[src/rtl/hamming_serializer.sv]
// -----------------------------------------------------------------------------
// hamming_serializer
//
// Buffers 4-bit data words in a small circular FIFO, encodes each into a
// Hamming(7,4) codeword (even parity) and shifts it out one bit per clock.
// Every word is framed by exactly 7 contiguous strobe-high cycles followed by
// GAP_CYCLES strobe-low cycles, in which the downstream corrector decodes.
// Transmission order is codeword position 1 (p1) first, position 7 (d3) last.
//
// Optional feature macro: HAMM_ERR_INJECT_EN
//   Defined   : adds input err_pos[2:0], sampled when a word is popped.
//               A value of 1..7 inverts that codeword position on the wire,
//               0 leaves the word intact.
//   Undefined : no err_pos port, codewords always go out uncorrupted.
//
// Parameters:
//   FIFO_DEPTH  input buffer depth in words (power of two, >= 2)
//   GAP_CYCLES  strobe-low cycles forced after each word (>= 1)
//
// Ports:
//   clk         rising-edge system clock
//   rst         asynchronous active-high reset
//   d_in        data word, d_in[0] is d0
//   in_valid    d_in is presented for writing
//   in_ready    FIFO not full; write happens on in_valid & in_ready
//   err_pos     (HAMM_ERR_INJECT_EN only) codeword position to invert
//   d_hamm      registered serial codeword bit
//   strobe      registered, high while d_hamm carries a codeword bit
//   busy        FSM not idle or FIFO non-empty
//   fifo_count  current FIFO occupancy
// -----------------------------------------------------------------------------
module hamming_serializer #(
    parameter int FIFO_DEPTH = 4,
    parameter int GAP_CYCLES = 1
) (
    input  logic                          clk,
    input  logic                          rst,
    input  logic [3:0]                    d_in,
    input  logic                          in_valid,
    output logic                          in_ready,
`ifdef HAMM_ERR_INJECT_EN
    input  logic [2:0]                    err_pos,
`endif
    output logic                          d_hamm,
    output logic                          strobe,
    output logic                          busy,
    output logic [$clog2(FIFO_DEPTH):0]   fifo_count
);

    localparam int AW = $clog2(FIFO_DEPTH);
    localparam int GW = $clog2(GAP_CYCLES + 1);
    localparam logic [AW:0]   FULL_CNT = (AW+1)'(FIFO_DEPTH);
    localparam logic [GW-1:0] GAP_LOAD = GW'(GAP_CYCLES);

    typedef enum logic [1:0] {
        S_IDLE,
        S_SEND,
        S_GAP
    } state_t;

    // ------------------------------------------------------------------ FIFO
    logic [3:0]    mem_q [FIFO_DEPTH];
    logic [AW-1:0] wr_ptr_q, wr_ptr_d;
    logic [AW-1:0] rd_ptr_q, rd_ptr_d;
    logic [AW:0]   count_q, count_d;
    logic          full, empty, push, pop;

    state_t        state_q;
    logic [5:0]    sr_q;        // remaining codeword bits, next to send in [0]
    logic [2:0]    idx_q;       // codeword position currently on the wire
    logic [GW-1:0] gap_q;
    logic          d_hamm_q;
    logic          strobe_q;

    assign full  = (count_q == FULL_CNT);
    assign empty = (count_q == '0);
    // Ready comes from pre-edge occupancy only: a pop in the same cycle
    // does not open a slot for a push while full.
    assign push  = in_valid & ~full;
    // Pop in IDLE, or on the last gap cycle so back-to-back words keep the
    // 7 + GAP_CYCLES cadence.
    assign pop   = ~empty & ((state_q == S_IDLE) |
                             ((state_q == S_GAP) & (gap_q == GW'(1))));

    always_comb begin
        wr_ptr_d = wr_ptr_q;
        rd_ptr_d = rd_ptr_q;
        count_d  = count_q;
        if (push) wr_ptr_d = wr_ptr_q + 1'b1;
        if (pop)  rd_ptr_d = rd_ptr_q + 1'b1;
        case ({push, pop})
            2'b10:   count_d = count_q + 1'b1;
            2'b01:   count_d = count_q - 1'b1;
            default: count_d = count_q;
        endcase
    end

    // Storage needs no reset: stale entries are unreachable once the
    // pointers and count are cleared.
    always_ff @(posedge clk) begin
        if (push) mem_q[wr_ptr_q] <= d_in;
    end

    always_ff @(posedge clk or posedge rst) begin
        if (rst) begin
            wr_ptr_q <= '0;
            rd_ptr_q <= '0;
            count_q  <= '0;
        end else begin
            wr_ptr_q <= wr_ptr_d;
            rd_ptr_q <= rd_ptr_d;
            count_q  <= count_d;
        end
    end

    // --------------------------------------------------------------- encoder
    logic [3:0] head;
    logic [6:0] cw;         // cw[k] is codeword position k+1
    logic [6:0] err_mask;
    logic [6:0] tx_word;

    assign head  = mem_q[rd_ptr_q];
    assign cw[0] = head[0] ^ head[1] ^ head[3];   // p1
    assign cw[1] = head[0] ^ head[2] ^ head[3];   // p2
    assign cw[2] = head[0];                       // d0
    assign cw[3] = head[1] ^ head[2] ^ head[3];   // p4
    assign cw[4] = head[1];                       // d1
    assign cw[5] = head[2];                       // d2
    assign cw[6] = head[3];                       // d3

`ifdef HAMM_ERR_INJECT_EN
    // The corruption is folded into the word at pop time, so err_pos is
    // effectively held with the word for the whole burst.
    always_comb begin
        err_mask = '0;
        if (err_pos != 3'd0) err_mask = 7'(1) << (err_pos - 3'd1);
    end
`else
    assign err_mask = '0;
`endif

    assign tx_word = cw ^ err_mask;

    // ------------------------------------------------------------------- FSM
    always_ff @(posedge clk or posedge rst) begin
        if (rst) begin
            state_q  <= S_IDLE;
            sr_q     <= '0;
            idx_q    <= '0;
            gap_q    <= '0;
            d_hamm_q <= 1'b0;
            strobe_q <= 1'b0;
        end else begin
            case (state_q)
                S_IDLE: begin
                    if (pop) begin
                        d_hamm_q <= tx_word[0];
                        sr_q     <= tx_word[6:1];
                        idx_q    <= 3'd1;
                        strobe_q <= 1'b1;
                        state_q  <= S_SEND;
                    end
                end
                S_SEND: begin
                    if (idx_q == 3'd7) begin
                        d_hamm_q <= 1'b0;
                        strobe_q <= 1'b0;
                        gap_q    <= GAP_LOAD;
                        state_q  <= S_GAP;
                    end else begin
                        d_hamm_q <= sr_q[0];
                        sr_q     <= {1'b0, sr_q[5:1]};
                        idx_q    <= idx_q + 3'd1;
                    end
                end
                S_GAP: begin
                    gap_q <= gap_q - GW'(1);
                    if (gap_q == GW'(1)) begin
                        // Counter reaches zero: act as IDLE in this cycle.
                        if (pop) begin
                            d_hamm_q <= tx_word[0];
                            sr_q     <= tx_word[6:1];
                            idx_q    <= 3'd1;
                            strobe_q <= 1'b1;
                            state_q  <= S_SEND;
                        end else begin
                            state_q  <= S_IDLE;
                        end
                    end
                end
                default: state_q <= S_IDLE;
            endcase
        end
    end

    assign in_ready   = ~full;
    assign d_hamm     = d_hamm_q;
    assign strobe     = strobe_q;
    assign busy       = (state_q != S_IDLE) | ~empty;
    assign fifo_count = count_q;

endmodule

[config.mk]
export PLATFORM = sky130hd
export DESIGN_NAME = hamming_serializer
export DESIGN_NICKNAME = d
export VERILOG_FILES = /design/src/rtl/hamming_serializer.sv
export SDC_FILE = /design/constraint.sdc
export NUM_CORES = 1
export LEC_CHECK = 0
export CELL_PAD_IN_SITES_DETAIL_PLACEMENT = 1
export CELL_PAD_IN_SITES_GLOBAL_PLACEMENT = 1
export CORE_ASPECT_RATIO = 0.9
export CORE_MARGIN = 10
export CORE_UTILIZATION = 30
export DETAILED_ROUTE_END_ITERATION = 6
export PLACE_DENSITY = 0.6
export SYNTH_ARGS = -nofsm -noshare
export SYNTH_HDL_FRONTEND = slang
export SYNTH_SLANG_ARGS = --single-unit
export TNS_END_PERCENT = 20
[constraint.sdc]
create_clock -name clk -period 4.1 [get_ports clk]
set_clock_uncertainty 0.15 [all_clocks]
set_input_delay 1.025 -clock clk [delete_from_list [all_inputs] [get_ports clk]]
set_output_delay 1.025 -clock clk [all_outputs]
set_load 0.01 [all_outputs]
* Word-level counts from Yosys, hierarchy flattened *
Memory sizes are Yosys's and may differ from the RTL's.
Cells that the tools add are included.

word-level totals
  register bits after elaboration = 21
  RAM bits = 16
  logic and storage cells = 76
  memories kept = 1

cells by class
  $add $sub $neg = 6
  equal/unequal tests = 10
  muxes and demuxes = 26
  bitwise logic cells = 13
  reduce and logical (&&, ||, !) cells = 11

memory list
  memory  depth  bits a word  read ports  clocked after Yosys merged registers in  wr ports  line  source
  mem_q   4      4            1           0                                        1         62    logic [3:0] mem_q [FIFO_DEPTH];

operators by type and width
  operator                                           number
  two-way mux 6 bit                                  3
  one-hot mux 6 bit (3 select lines)                 1
  two-way mux 1 bit                                  10
  two-way mux 3 bit                                  3
  one-hot mux 3 bit (3 select lines)                 1
  AND reduction 3 bit                                3
  inequality test 2 bit (second input constant)      4
  adder 3 x 1 -> 3 bit (second input constant)       2
  == test 3 bit (second input constant)              2
  two-way mux 2 bit                                  3
  one-hot mux 1 bit (3 select lines)                 2
  one-hot mux 2 bit (3 select lines)                 1
  one-hot mux 3 bit (2 select lines)                 1
  nonzero test 2 bit                                 3
  bitwise XOR 1 bit                                  6
  adder 2 x 1 -> 2 bit (second input constant)       2
  == test 2 x 1 -> 1 bit (second input constant)     2
  == test 2 bit (second input constant)              2
  AND reduction 2 bit                                2
  AND 1 bit                                          3
  logical NOT 3 bit                                  1
  nonzero test 3 bit                                 1
  subtractor 3 x 1 -> 3 bit (second input constant)  1
  logical NOT 2 bit                                  1
  4 further kinds                                    6

* Depth between registers and ports, before layout *
  depth in word-level cells = 7
  mapped depth = 9
  depth with buffers taken out = 7

* Least setup slack after synthesis *
OpenSTA, ideal clock, no wires.

  path type = register to register
  start = register count_q[0], in the netlist fifo_count[0]
  end = register count_q[1], in the netlist fifo_count[1]
  arrival = 2.069 ns
  required time = 3.825 ns
  setup slack = 1.756 ns
  stages on the path, launching flop included = 8
  path buffers = 2
  clock period less this slack = 2.344 ns
  path through = dfrtp_1 or3b_1 buf_2 and2_1 buf_6 nor2b_1 fa_1 mux2_2

on the way
  cells in the longest elaborated chain, start to end = 5
  elaborated cells between the ends (all ways) = 12
  classes of those cells = add/sub (2); eq/ne (3); mux (1); bitwise (4); reduce/logical (2)

ends and longest elaborated chain
  item                                                     line  source
  start: declaration                                       65    logic [AW:0] count_q, count_d;
  start signal: assignment                                 112   count_q <= count_d;
  == test 3 bit *                                          75    assign full = (count_q == FULL_CNT);
  NOT 1 bit *                                              --
  named net in_ready                                       40    output logic in_ready,
  AND 1 bit *                                              79    assign push = in_valid & ~full;
  == test 2 x 1 -> 1 bit or == test 2 bit (tied branches)  91    case ({push, pop})
  one-hot mux 3 bit (2 select lines) *                     91
  named net count_d[1]                                     65

The timed path passes the listed nets; every way through them passes the cells marked *.
A chain may end at the register's enable or synchronous reset.

* Worst setup path after layout *
  start = register count_q[0], in the netlist fifo_count[0]
  end = output in_ready

on the way
  cells in the longest elaborated chain, start to end = 2

ends and longest elaborated chain
  item              line  source
  == test 3 bit     75
  NOT 1 bit         196   assign in_ready = ~full;
  end: declaration  40

No other way between the ends.

==> flow_summary.ini <==
[status]
status = finished clean

[power]
total_power_mw = 1.626
vdd_drop_max_uv = 255.6
p_leak_nw = 0.8395
p_per_area_nw_per_um2 = 795.3

[sta]
slew_viol_final = 0
fmax_mhz = 338.2
min_period_ns = 2.957
worstMarginPinSlew_ns = 0.8386
whs_ns = 0.3405
final-setup-viol-count = 0
rsz0062_at_grt = no
final-hold-violation-count = 0
slew_headroom_pct = 44.03
fin_crit_sh_pct = 72.12
fin_setup_tns_ns = 0

[logic_synthesis]
synth-edff-count = 16
netlist_area_um2 = 1725
synth-simple-area-share_pct = 12.98
synthAdderAreaFrac_pct = 5.511
syn_nets = 140
synth.avg_cell_area_um2 = 13.69
yosysTopAreaCellShare_pct = 30.46
synth_top_family_by_area = simple AND/OR/NAND/NOR gates
netlist_instances = 126
muxShareOfSynthArea_pct = 6.889
synth_warnings = 0
ys_ff_latch = 37
synth_flop_cell = dfrtp_1
synthXorXnorAreaFrac_pct = 7.687
ys_async_sr_fraction_pct = 56.76
yosys.area.top_type = dfrtp_1
synth.area.top_cells = dfrtp_1, edfxtp_1, ha_1
yosysSeqAreaShare_pct = 58.30
synth_compound_area_share_pct = 5.874
ys_types = 33

[cells_and_area]
syn_to_final_growth_pct = 18.49
utilization_pct = 36.33
layout_commonest_cell = dfrtp_1
drive_above_1_share_pct = 10.49
mostFrequentLayoutCells = dfrtp_1, edfxtp_1, nand2_1
nFillCells = 596
antenna_cells = 0
final_nets = 156

[die]
die_w_um = 99.94
die-height_um = 91.95
core_area_um2 = 5628
io_pins = 14
die-area_um2 = 9189
start_util_pct = 30.66
fp-row-count = 26

[clock_tree]
holdBufCountCts = 0
post_cts.repair.setup_buffers = 0
ctsLongestPathBuffers = 2
cts_root_buf = clkbuf_8
cts.sinks = 37
cts-htree-levels = 2
path_clk_slew_ns = 0.07
clk_latency_ns = 0.28
tritoncts = yes
cts_made_buffers = 5
cts_resized = 0

[critical_path]
cp_slowest_cell = clkdlybuf4s50_1
path_class = flip-flop to output port
r2r_slack_ns = 1.75
critPathLaunchType = flip-flop
required_ns = 2.92
crit_arrival_ns = 1.78
cp-end-kind = output port
cp_max_fo = 8
crit_chain = or3b_1, clkdlybuf4s50_1
critical_path.max_stage_delay_ns = 0.53

[routing]
dr.pass1.iters = 6
wl_per_cell_um = 14.80
drt_iter0_drc = 36
wl_mm = 3.152
vias = 1007
routed_via_density = 4.728
ant_nets = 0
drc = 0

[global_route]
grt_pass1_wl_mm = 5.575
grtUsageTotal_pct = 7.477
grt_pass1_vias = 1129
antenna_found_initial = 0
grt_max_degree = 22
grt-ovfl-total = 0

[job]
cap_violations = 0

[hold_path]
hold_class = flip-flop to flip-flop

[place]
dp_hpwl_mm = 2.439
io_buffer_count = 13
gp_congestion = 0.7761
[layout make-up]
class / count / area (µm²) / area share [%]
clock buffer: 5 / 68.82 / 3.366
clock inverter: 3 / 65.06 / 3.182
inverter: 4 / 15.01 / 0.7344
multi-input combinational: 81 / 671.9 / 32.86
sequential: 37 / 1006 / 49.20
tap: 70 / 87.58 / 4.284
timing repair buffer: 13 / 130.1 / 6.365
[registers in the layout, indices dropped and copies added, names as in the netlist, 2 cells and up]
signal	count
mem_q	16
sr_q	6
fifo_count	3
idx_q	3
rd_ptr_q	2
state_q	2
wr_ptr_q	2
[where the power goes]
part,switching (mW),internal [mW]
Sequential,0.104,0.521
Combinational,0.291,0.344
Clock,0.124,0.242
Total,0.520,1.11
[synthesized netlist by cell type, types with 2 or more instances]
cell and instances:
buf_6 2, a21oi_1 3, mux4_2 2, a31oi_1 5, o21ai_0 2, a22o_1 2
nand2b_1 5, xor3_1 2, dfrtp_1 21, inv_1 4, nand2_1 15, nor2b_1 5
mux4_1 2, and3_1 5, nor2_1 7, edfxtp_1 16, xnor2_1 5, xnor2_2 2
buf_2 2, ha_1 6
[kinds of logic (layout without fill, tap and decap cells)]
group | after synthesis | after routing
fa+ha+maj | 7 | 7
mux | 6 | 6
buf+inv | 8 | 25
compound gates | 15 | 15
flops | 37 | 37
simple gates | 43 | 43
xor+xnor | 10 | 10
[stage by stage]
stage,worst slack (ns),cell area [µm²],cells
after floorplan,1.756,1725,126
after global placement,1.109,1911,205
final,1.143,2044,213
after detailed placement,1.052,1911,205
after CTS,1.117,2044,213
after global routing,1.042,2044,213
[per-layer routing]
layer / track usage [%] / wire [µm] / up-vias
li1: - / - / 481
met1: 8.548 / 1421 / 505
met2: 12.55 / 1555 / 17
met3: 2.776 / 145 / 4
met4: 2.506 / 29 / 0
met5: 0 / 0 / -
[critical path, delay by kind of cell, from the launching register on]
| family | cells | cell delay (ns) |
|---|---|---|
| buf+inv | 1 | 0.53 |
| simple gates | 1 | 0.52 |
| flops | 1 | 0.46 |
[path summary, 6_finish.rpt]
kind,from,end,cells past startpoint
max reg2reg,fifo_count[0],fifo_count[1],5
min,strobe,strobe,1
max,fifo_count[0],in_ready,2
min reg2reg,strobe,strobe,1
min in group asynchronous,rst,state_q[0],2
max in group asynchronous,rst,sr_q[3],2
No activity file was read; power rests on OpenSTA's default activity.
